File: src/rtl/alu_ctrl_pkg.sv
// alu_ctrl_pkg
// Shared types and constants for the SRP16 ALU command sequencer.
//   cmd_kind_e : command encoding carried on cmd_kind (LD, LDU, OP, RD)
//   state_e    : sequencer states
//   ALU_NOP    : opcode that leaves the ALU untouched when no strobe is set
//   DEF_W/DEF_OPW : default operand and opcode widths
//   first_state() : state a freshly started command enters
package alu_ctrl_pkg;

  localparam int DEF_W   = 16;
  localparam int DEF_OPW = 5;

  localparam logic [4:0] ALU_NOP = 5'h00;

  typedef enum logic [1:0] {
    CMD_LD  = 2'd0,
    CMD_LDU = 2'd1,
    CMD_OP  = 2'd2,
    CMD_RD  = 2'd3
  } cmd_kind_e;

  typedef enum logic [2:0] {
    ST_IDLE,
    ST_DRIVE,
    ST_READ,
    ST_WAIT,
    ST_RESP
  } state_e;

  // A read-back skips the strobe cycle and goes straight to READ;
  // everything else needs one DRIVE cycle first.
  function automatic state_e first_state(input cmd_kind_e kind);
    return (kind == CMD_RD) ? ST_READ : ST_DRIVE;
  endfunction

endpackage

File: src/rtl/alu_ctrl_if.sv
// alu_ctrl_if
// Bundles the command handshake, response handshake and ALU strobe bus
// of the sequencer.
//   slave  : the sequencer side (takes commands, drives the ALU, offers responses)
//   master : the environment side (decoder, response consumer and the ALU itself)
// Parameters W (operand width) and OPW (opcode width).
interface alu_ctrl_if
  import alu_ctrl_pkg::*;
#(
  parameter int W   = DEF_W,
  parameter int OPW = DEF_OPW
);

  logic           cmd_valid;
  logic           cmd_ready;
  logic [1:0]     cmd_kind;
  logic           cmd_rdbk;
  logic [OPW-1:0] cmd_op;
  logic [W-1:0]   cmd_data;

  logic           res_valid;
  logic           res_ready;
  logic [W-1:0]   res_data;
  logic           res_flag;

  logic [OPW-1:0] alu_opcode;
  logic [W-1:0]   alu_operand;
  logic           alu_write;
  logic           alu_writeu;
  logic           alu_read;
  logic [W-1:0]   alu_accout;
  logic           alu_flag;

  logic           busy;

  modport slave (
    input  cmd_valid, cmd_kind, cmd_rdbk, cmd_op, cmd_data,
    output cmd_ready,
    output res_valid, res_data, res_flag,
    input  res_ready,
    output alu_opcode, alu_operand, alu_write, alu_writeu, alu_read,
    input  alu_accout, alu_flag,
    output busy
  );

  modport master (
    output cmd_valid, cmd_kind, cmd_rdbk, cmd_op, cmd_data,
    input  cmd_ready,
    input  res_valid, res_data, res_flag,
    output res_ready,
    input  alu_opcode, alu_operand, alu_write, alu_writeu, alu_read,
    output alu_accout, alu_flag,
    input  busy
  );

endinterface

File: src/rtl/alu_ctrl_skid.sv
// alu_ctrl_skid
// One-entry command buffer so a command can be taken while the sequencer
// is still busy. Only built when ALU_CTRL_SKID_EN is defined.
//   clk, rst_n        : clock, asynchronous active-low reset (clears the entry)
//   push_i            : store kind_i/rdbk_i/op_i/data_i
//   pop_i             : release the held entry
//   valid_o           : entry held
//   kind_o..data_o    : held command fields
module alu_ctrl_skid
  import alu_ctrl_pkg::*;
#(
  parameter int W   = DEF_W,
  parameter int OPW = DEF_OPW
) (
  input  logic           clk,
  input  logic           rst_n,
  input  logic           push_i,
  input  logic           pop_i,
  input  cmd_kind_e      kind_i,
  input  logic           rdbk_i,
  input  logic [OPW-1:0] op_i,
  input  logic [W-1:0]   data_i,
  output logic           valid_o,
  output cmd_kind_e      kind_o,
  output logic           rdbk_o,
  output logic [OPW-1:0] op_o,
  output logic [W-1:0]   data_o
);

  logic           valid_q;
  cmd_kind_e      kind_q;
  logic           rdbk_q;
  logic [OPW-1:0] op_q;
  logic [W-1:0]   data_q;

  // Push only happens while empty and pop only while full, so the two
  // never collide; push is listed last so it would win regardless.
  always_ff @(posedge clk or negedge rst_n) begin
    if (!rst_n) begin
      valid_q <= 1'b0;
      kind_q  <= CMD_LD;
      rdbk_q  <= 1'b0;
      op_q    <= '0;
      data_q  <= '0;
    end else begin
      if (pop_i) valid_q <= 1'b0;
      if (push_i) begin
        valid_q <= 1'b1;
        kind_q  <= kind_i;
        rdbk_q  <= rdbk_i;
        op_q    <= op_i;
        data_q  <= data_i;
      end
    end
  end

  assign valid_o = valid_q;
  assign kind_o  = kind_q;
  assign rdbk_o  = rdbk_q;
  assign op_o    = op_q;
  assign data_o  = data_q;

endmodule

File: src/rtl/alu_ctrl.sv
// alu_ctrl
// Command sequencer for the SRP16 accumulator ALU. Turns LD/LDU/OP/RD
// commands into the registered write/writeu/read/opcode/operand strobe
// pattern of the ALU and holds the read-back result until consumed.
//   clk, rst_n : clock, asynchronous active-low reset
//   bus        : alu_ctrl_if.slave - command handshake, response handshake,
//                ALU strobes/result, busy
// Build option: ALU_CTRL_SKID_EN adds a one-entry command buffer so
// back-to-back LD/LDU/OP commands issue one per cycle.
module alu_ctrl
  import alu_ctrl_pkg::*;
#(
  parameter int W   = DEF_W,
  parameter int OPW = DEF_OPW
) (
  input  logic     clk,
  input  logic     rst_n,
  alu_ctrl_if.slave bus
);

  state_e         state_q, state_d;
  cmd_kind_e      kind_q, kind_d;
  logic           rdbk_q, rdbk_d;
  logic [OPW-1:0] op_q, op_d;
  logic [W-1:0]   data_q, data_d;

  logic [OPW-1:0] alu_opcode_q, alu_opcode_d;
  logic [W-1:0]   alu_operand_q, alu_operand_d;
  logic           alu_write_q, alu_write_d;
  logic           alu_writeu_q, alu_writeu_d;
  logic           alu_read_q, alu_read_d;

  logic [W-1:0]   res_data_q;
  logic           res_flag_q;

  logic           cmd_ready;
  logic           cmd_accept;
  logic           leave;
  cmd_kind_e      in_kind;
  logic           in_rdbk;

  logic           skid_valid;
  cmd_kind_e      skid_kind;
  logic           skid_rdbk;
  logic [OPW-1:0] skid_op;
  logic [W-1:0]   skid_data;

  assign cmd_accept = bus.cmd_valid & cmd_ready;
  assign in_kind    = cmd_kind_e'(bus.cmd_kind);
  // rdbk only means something for OP; masking it here keeps LD/LDU from
  // ever wandering into READ.
  assign in_rdbk    = bus.cmd_rdbk & (in_kind == CMD_OP);

  // The sequencer is free to start a new command this cycle: it is idle,
  // finishing a DRIVE with no read-back, or retiring a response.
  assign leave = (state_q == ST_IDLE)
               | ((state_q == ST_DRIVE) & ~rdbk_q)
               | ((state_q == ST_RESP) & bus.res_ready);

`ifdef ALU_CTRL_SKID_EN
  logic skid_push;
  logic skid_pop;

  // Take a command whenever the buffer is empty; it bypasses the buffer
  // if the sequencer can start it right away, otherwise it is parked.
  assign cmd_ready = ~skid_valid;
  assign skid_push = cmd_accept & ~leave;
  assign skid_pop  = leave & skid_valid;

  alu_ctrl_skid #(
    .W   (W),
    .OPW (OPW)
  ) u_skid (
    .clk     (clk),
    .rst_n   (rst_n),
    .push_i  (skid_push),
    .pop_i   (skid_pop),
    .kind_i  (in_kind),
    .rdbk_i  (in_rdbk),
    .op_i    (bus.cmd_op),
    .data_i  (bus.cmd_data),
    .valid_o (skid_valid),
    .kind_o  (skid_kind),
    .rdbk_o  (skid_rdbk),
    .op_o    (skid_op),
    .data_o  (skid_data)
  );
`else
  assign cmd_ready  = (state_q == ST_IDLE);
  assign skid_valid = 1'b0;
  assign skid_kind  = CMD_LD;
  assign skid_rdbk  = 1'b0;
  assign skid_op    = '0;
  assign skid_data  = '0;
`endif

  // Next-state logic: walk DRIVE -> READ -> WAIT -> RESP as needed, and
  // whenever the sequencer becomes free pick the next command, giving the
  // buffered one priority over the bus.
  always_comb begin
    state_d = state_q;
    kind_d  = kind_q;
    rdbk_d  = rdbk_q;
    op_d    = op_q;
    data_d  = data_q;
    case (state_q)
      ST_DRIVE: if (rdbk_q) state_d = ST_READ;
      ST_READ:  state_d = ST_WAIT;
      ST_WAIT:  state_d = ST_RESP;
      default:  state_d = state_q;
    endcase
    if (leave) begin
      state_d = ST_IDLE;
      if (skid_valid) begin
        state_d = first_state(skid_kind);
        kind_d  = skid_kind;
        rdbk_d  = skid_rdbk;
        op_d    = skid_op;
        data_d  = skid_data;
      end else if (cmd_accept) begin
        state_d = first_state(in_kind);
        kind_d  = in_kind;
        rdbk_d  = in_rdbk;
        op_d    = bus.cmd_op;
        data_d  = bus.cmd_data;
      end
    end
  end

  // ALU strobes are computed from the state being entered so that they
  // can be registered and still line up exactly with that state.
  always_comb begin
    alu_opcode_d  = OPW'(ALU_NOP);
    alu_operand_d = '0;
    alu_write_d   = 1'b0;
    alu_writeu_d  = 1'b0;
    alu_read_d    = 1'b0;
    if (state_d == ST_DRIVE) begin
      alu_operand_d = data_d;
      alu_write_d   = (kind_d == CMD_LD);
      alu_writeu_d  = (kind_d == CMD_LDU);
      if (kind_d == CMD_OP) alu_opcode_d = op_d;
    end else if (state_d == ST_READ) begin
      alu_read_d = 1'b1;
    end
  end

  // State, latched command, registered ALU strobes and the held response.
  // The result is sampled on the edge that ends WAIT, one cycle after the
  // read strobe, when the ALU output has settled.
  always_ff @(posedge clk or negedge rst_n) begin
    if (!rst_n) begin
      state_q       <= ST_IDLE;
      kind_q        <= CMD_LD;
      rdbk_q        <= 1'b0;
      op_q          <= '0;
      data_q        <= '0;
      alu_opcode_q  <= '0;
      alu_operand_q <= '0;
      alu_write_q   <= 1'b0;
      alu_writeu_q  <= 1'b0;
      alu_read_q    <= 1'b0;
      res_data_q    <= '0;
      res_flag_q    <= 1'b0;
    end else begin
      state_q       <= state_d;
      kind_q        <= kind_d;
      rdbk_q        <= rdbk_d;
      op_q          <= op_d;
      data_q        <= data_d;
      alu_opcode_q  <= alu_opcode_d;
      alu_operand_q <= alu_operand_d;
      alu_write_q   <= alu_write_d;
      alu_writeu_q  <= alu_writeu_d;
      alu_read_q    <= alu_read_d;
      if (state_q == ST_WAIT) begin
        res_data_q <= bus.alu_accout;
        res_flag_q <= bus.alu_flag;
      end
    end
  end

  assign bus.cmd_ready   = cmd_ready;
  assign bus.res_valid   = (state_q == ST_RESP);
  assign bus.res_data    = res_data_q;
  assign bus.res_flag    = res_flag_q;
  assign bus.alu_opcode  = alu_opcode_q;
  assign bus.alu_operand = alu_operand_q;
  assign bus.alu_write   = alu_write_q;
  assign bus.alu_writeu  = alu_writeu_q;
  assign bus.alu_read    = alu_read_q;
  assign bus.busy        = (state_q != ST_IDLE);

endmodule

File: src/flat_wrapper.sv
// flat-port wrapper written by rule: the top's interface ports become plain ports
module alu_ctrl_flat import alu_ctrl_pkg::*;
#(
  parameter int W   = DEF_W,
  parameter int OPW = DEF_OPW
)
  (clk, rst_n, bus_cmd_valid, bus_cmd_kind, bus_cmd_rdbk, bus_cmd_op, bus_cmd_data, bus_cmd_ready, bus_res_valid, bus_res_data, bus_res_flag, bus_res_ready, bus_alu_opcode, bus_alu_operand, bus_alu_write, bus_alu_writeu, bus_alu_read, bus_alu_accout, bus_alu_flag, bus_busy);
  alu_ctrl_if #(.W(W), .OPW(OPW)) bus_i ();
  input  logic clk;
  input  logic rst_n;
  input wire logic [$bits(bus_i.cmd_valid)-1:0] bus_cmd_valid;
  input wire logic [$bits(bus_i.cmd_kind)-1:0] bus_cmd_kind;
  input wire logic [$bits(bus_i.cmd_rdbk)-1:0] bus_cmd_rdbk;
  input wire logic [$bits(bus_i.cmd_op)-1:0] bus_cmd_op;
  input wire logic [$bits(bus_i.cmd_data)-1:0] bus_cmd_data;
  output wire logic [$bits(bus_i.cmd_ready)-1:0] bus_cmd_ready;
  output wire logic [$bits(bus_i.res_valid)-1:0] bus_res_valid;
  output wire logic [$bits(bus_i.res_data)-1:0] bus_res_data;
  output wire logic [$bits(bus_i.res_flag)-1:0] bus_res_flag;
  input wire logic [$bits(bus_i.res_ready)-1:0] bus_res_ready;
  output wire logic [$bits(bus_i.alu_opcode)-1:0] bus_alu_opcode;
  output wire logic [$bits(bus_i.alu_operand)-1:0] bus_alu_operand;
  output wire logic [$bits(bus_i.alu_write)-1:0] bus_alu_write;
  output wire logic [$bits(bus_i.alu_writeu)-1:0] bus_alu_writeu;
  output wire logic [$bits(bus_i.alu_read)-1:0] bus_alu_read;
  input wire logic [$bits(bus_i.alu_accout)-1:0] bus_alu_accout;
  input wire logic [$bits(bus_i.alu_flag)-1:0] bus_alu_flag;
  output wire logic [$bits(bus_i.busy)-1:0] bus_busy;
  assign bus_i.cmd_valid = bus_cmd_valid;
  assign bus_i.cmd_kind = bus_cmd_kind;
  assign bus_i.cmd_rdbk = bus_cmd_rdbk;
  assign bus_i.cmd_op = bus_cmd_op;
  assign bus_i.cmd_data = bus_cmd_data;
  assign bus_cmd_ready = bus_i.cmd_ready;
  assign bus_res_valid = bus_i.res_valid;
  assign bus_res_data = bus_i.res_data;
  assign bus_res_flag = bus_i.res_flag;
  assign bus_i.res_ready = bus_res_ready;
  assign bus_alu_opcode = bus_i.alu_opcode;
  assign bus_alu_operand = bus_i.alu_operand;
  assign bus_alu_write = bus_i.alu_write;
  assign bus_alu_writeu = bus_i.alu_writeu;
  assign bus_alu_read = bus_i.alu_read;
  assign bus_i.alu_accout = bus_alu_accout;
  assign bus_i.alu_flag = bus_alu_flag;
  assign bus_busy = bus_i.busy;
  alu_ctrl #(.W(W), .OPW(OPW)) u_core (.clk(clk), .rst_n(rst_n), .bus(bus_i));
endmodule
File: config.mk
export PLATFORM = sky130hd
export DESIGN_NAME = alu_ctrl_flat
export DESIGN_NICKNAME = d
export VERILOG_FILES = /design/src/rtl/alu_ctrl_pkg.sv /design/src/rtl/alu_ctrl_if.sv /design/src/rtl/alu_ctrl_skid.sv /design/src/rtl/alu_ctrl.sv /design/src/flat_wrapper.sv
export SDC_FILE = /design/constraint.sdc
export NUM_CORES = 1
export LEC_CHECK = 0
export CORE_MARGIN = 3
export CORE_UTILIZATION = 36
export CTS_BUF_LIST = sky130_fd_sc_hd__clkbuf_4
export DETAILED_ROUTE_END_ITERATION = 7
export PLACE_DENSITY = 0.84
export SLEW_MARGIN = 20
export SYNTH_ARGS = -nofsm -noshare
export SYNTH_HDL_FRONTEND = slang
export SYNTH_HIERARCHICAL = 1
export SYNTH_SLANG_ARGS = --single-unit
export TNS_END_PERCENT = 5
File: constraint.sdc
create_clock -name clk -period 1.4 [get_ports clk]
set_input_delay 0.28 -clock clk [delete_from_list [all_inputs] [get_ports clk]]
set_output_delay 0.28 -clock clk [all_outputs]
set_load 0.02 [all_outputs]
==> summary.txt <==
Timing
  • Final Max Slew Viols: 0
  • Worst-margin pin slew: 0.2869 ns
  • Fin Hold WS: ~0.43 ns
  • Maximum clock frequency: 634.0 MHz
  • RSZ-0062 raised after global routing: yes
  • Minimum clock period: 1.577 ns
  • Setup TNS: -2.794 ns
  • Tcrit/Tclk final: 1.127
  • Rel. slew slack: 0.8070
  • Clock skew: ~0.01 ns
  • Final worst slack: -0.1773 ns
  • Fin. Hold Viols: 0
  • Final setup vio count: 40

Power
  • Power per cell area: around 1800 nW/um^2
  • Leakage power: around 1.5 nW
  • Total Power: 0.005128 W
  • Maximum VDD drop: about 1.2 mV

Routing
  • DR vias/cell: between 4 and 5
  • Total number of vias: 1332
  • Antenna-violating nets left: 0
  • Routed WL: 4234 um
  • Drt wl/cell: 15.01 um
  • Pre-antenna DRT Iters: 4
  • Remaining DRCs: 0
  • DR iter-0 viols: 43

Die
  • Starting Density: 0.3781
  • Full die area: ~5500 um^2
  • Die H: 74.32 um
  • Core Box Area: about 4400 um^2
  • I/O Pins: between 80 and 90
  • Site Rows: 24
  • Die width: 74.32 um

Critical path
  • CP endpoint kind: register
  • Worst Path Max Fanout: 4
  • Critical path buffers and inverters: 2
  • Critical Path RT: 1.67 ns
  • Critical path arrival: 1.84 ns
  • WS Path Type: reg2reg
  • Cell repeated most along the worst path: buf_6
  • CP Launch Type: register
  • CP max-delay cell: dfrtp_2
  • CP delay by family, top: simple AND/OR/NAND/NOR gates
  • Cells along the critical path: buf_6 -> buf_6 -> nor4b_4 -> and3_1 -> o221a_2 -> nor3b_2
  • CP peak stage delay: roughly 0.46 ns

Placed design
  • Placed Area: 2715 um^2
  • Routability Congestion: around 0.75
  • Post-DP HPWL: 3061 um
  • IO buf count: 88

Finish
  • Multi-input gate area: 539.3 um^2
  • Fin area: 2909 um^2
  • Commonest non-fill, non-tap cell in the layout: dfrtp_1
  • Most frequent cells in the layout: dfrtp_1 (44), clkdlybuf4s50_1 (43), dlygate4sd2_1 (35)
  • Layout cells sized above 1: 0.2609
  • Layout area overhead: 73.12%
  • Nets: 274
  • Fin util: 0.6546
  • FF+latch area: 1127 um^2
  • Final-layout fill cell count: 349
  • ANT cells: 0

Clocking
  • H-tree levels: 2
  • Worst-path clk slew: 0.12 ns
  • CTS tree: done
  • Worst-skew pair later-pin latency: 0.34 ns
  • Worst-case clock buffer depth: 2
  • Cts bufs inserted: 5
  • CTS root buf: clkbuf_4
  • Num Clock Sinks: 45

Global routing
  • Largest net degree at the start of global routing: 46
  • Vias in the first global route: around 1300
  • Initial antenna violation count: 0
  • Gr usage total: 0.1544
  • GR Overflow Total: 0
  • First-pass GRT wire length: 6279 um

Yosys
  • Synth Cell Area: 1680 um^2
  • Post-synthesis mux area share: 0.1139
  • Largest family of logic cells by synthesized area: simple AND/OR/NAND/NOR gates
  • Simple logic cell fraction of the synthesized area: 0.1660
  • XOR/XNOR share of the synthesized area: 0
  • Post-synthesis sequential area ratio: 0.6701
  • Flops & latches, synth: 45
  • Cell variety after synth: 24
  • Warnings from Yosys: 6
  • Avg Inst Size Synth: 14.36 um^2
  • Post-Synthesis Net Count: 162
  • Synth Instances: 117
  • Synth Area in Adders: 0
  • Compound-Gate Fraction of Synth Area: 0.02308

Job
  • Max-cap viol count: 0

Status
  • Violated checks: setup timing
  • Status: finished, violations left

Worst hold path
  • Worst min path class: in2async
## cell families (layout without fill, tap and decap cells)
family,after synthesis,in the layout
AOI/OAI and AO/OA,6,6
buffers and inverters,9,122
DFF,45,45
muxes,17,17
and+or+nand+nor,40,40
## repair_timing
action                                  CTS  global route
hold buffers                              1             0
setup buffers                             3             4
endpoints found under the setup margin   60            53
pin swaps                                 3             8
endpoints found under the hold margin    45             0
cloned                                    0             2
gates resized for setup                  60            15
## worst paths after layout
kind,from,endpoint,slack (ns),depth (start not counted)
setup / recovery,u_core/state_q[1]$_DFF_PN0_,u_core/bus.alu_read$_DFF_PN0_,-0.18,6
min in group clk,bus_cmd_data[8],u_core/bus.alu_operand[8]$_DFF_PN0_,0.48,2
hold / removal,rst_n,u_core/bus.res_flag$_DFFE_PN0N_,0.43,3
max in group asynchronous,rst_n,u_core/state_q[1]$_DFF_PN0_,0.75,3
setup reg to reg,u_core/state_q[1]$_DFF_PN0_,u_core/bus.alu_read$_DFF_PN0_,-0.18,6
hold reg to reg,u_core/bus.res_data[0]$_DFFE_PN0N_,u_core/bus.res_data[0]$_DFFE_PN0N_,0.51,1
## cell usage after synthesis
cell | count | area (um^2)
a21boi_0 | 1 | 7.510
a21oi_1 | 2 | 10.01
and2_1 | 6 | 37.54
and3_1 | 17 | 106.4
buf_4 | 1 | 7.510
buf_6 | 1 | 11.26
clkbuf_1 | 4 | 15.01
dfrtp_1 | 45 | 1126
inv_1 | 3 | 11.26
mux2_2 | 17 | 191.4
nand2_1 | 4 | 15.01
nand2_2 | 1 | 6.260
nand2b_1 | 1 | 6.260
nand3b_2 | 1 | 11.26
nand4b_1 | 1 | 8.760
nor2_1 | 1 | 3.750
nor3_1 | 2 | 10.01
nor3_4 | 1 | 16.27
nor3b_1 | 2 | 15.01
nor3b_2 | 1 | 12.51
nor4b_4 | 1 | 23.77
o21ai_0 | 2 | 10.01
o221a_2 | 1 | 11.26
or2_2 | 1 | 6.260
## through the flow
stage	instances	worst slack [ns]
6_report	282	-0.1773
5_1_grt	282	-0.2582
4_1_cts	276	-0.1552
3_5_place_dp	264	-0.2204
3_3_place_gp	264	-0.1918
2_1_floorplan	117	0.01712
## sequential cells by signal (all words and copies together), names as in the netlist
name                    flops
u_core/bus.res_data        16
u_core/bus.alu_read         1
u_core/bus.alu_write        1
u_core/bus.alu_operand     16
u_core/state_q              3
u_core/rdbk_q               1
u_core/bus.alu_opcode       5
u_core/bus.alu_writeu       1
u_core/bus.res_flag         1
## routing by layer
metal	track usage	wire length [um]	vias to the layer above
li1	-	-	624
met1	0.1776	1723	641
met2	0.2746	2154	65
met3	0.04865	341	2
met4	0.04743	14	0
met5	0	0	-
## cell type report
class / count / share of cell area
repair buffers: 111 / 0.3738
flip-flops and latches: 45 / 0.3875
inverters: 3 / 0.003871
clock inverters: 2 / 0.01161
multi-input cells: 63 / 0.1854
well taps: 52 / 0.02237
clock buffers: 6 / 0.01548
## worst register-to-register path, stage by stage (launching register included)
cell     delay [ns]
dfrtp_2        0.46
buf_6          0.13
buf_6          0.11
nor4b_4        0.28
and3_1         0.20
o221a_2        0.20
nor3b_2        0.14
## report_power, final
part,switching (W),total (W),internal [W]
clock network,0.000381,0.000772,0.000392
logic,0.00119,0.00248,0.00129
registers,0.000189,0.00188,0.00169
Note: power is estimated with default switching activity, not from simulation.
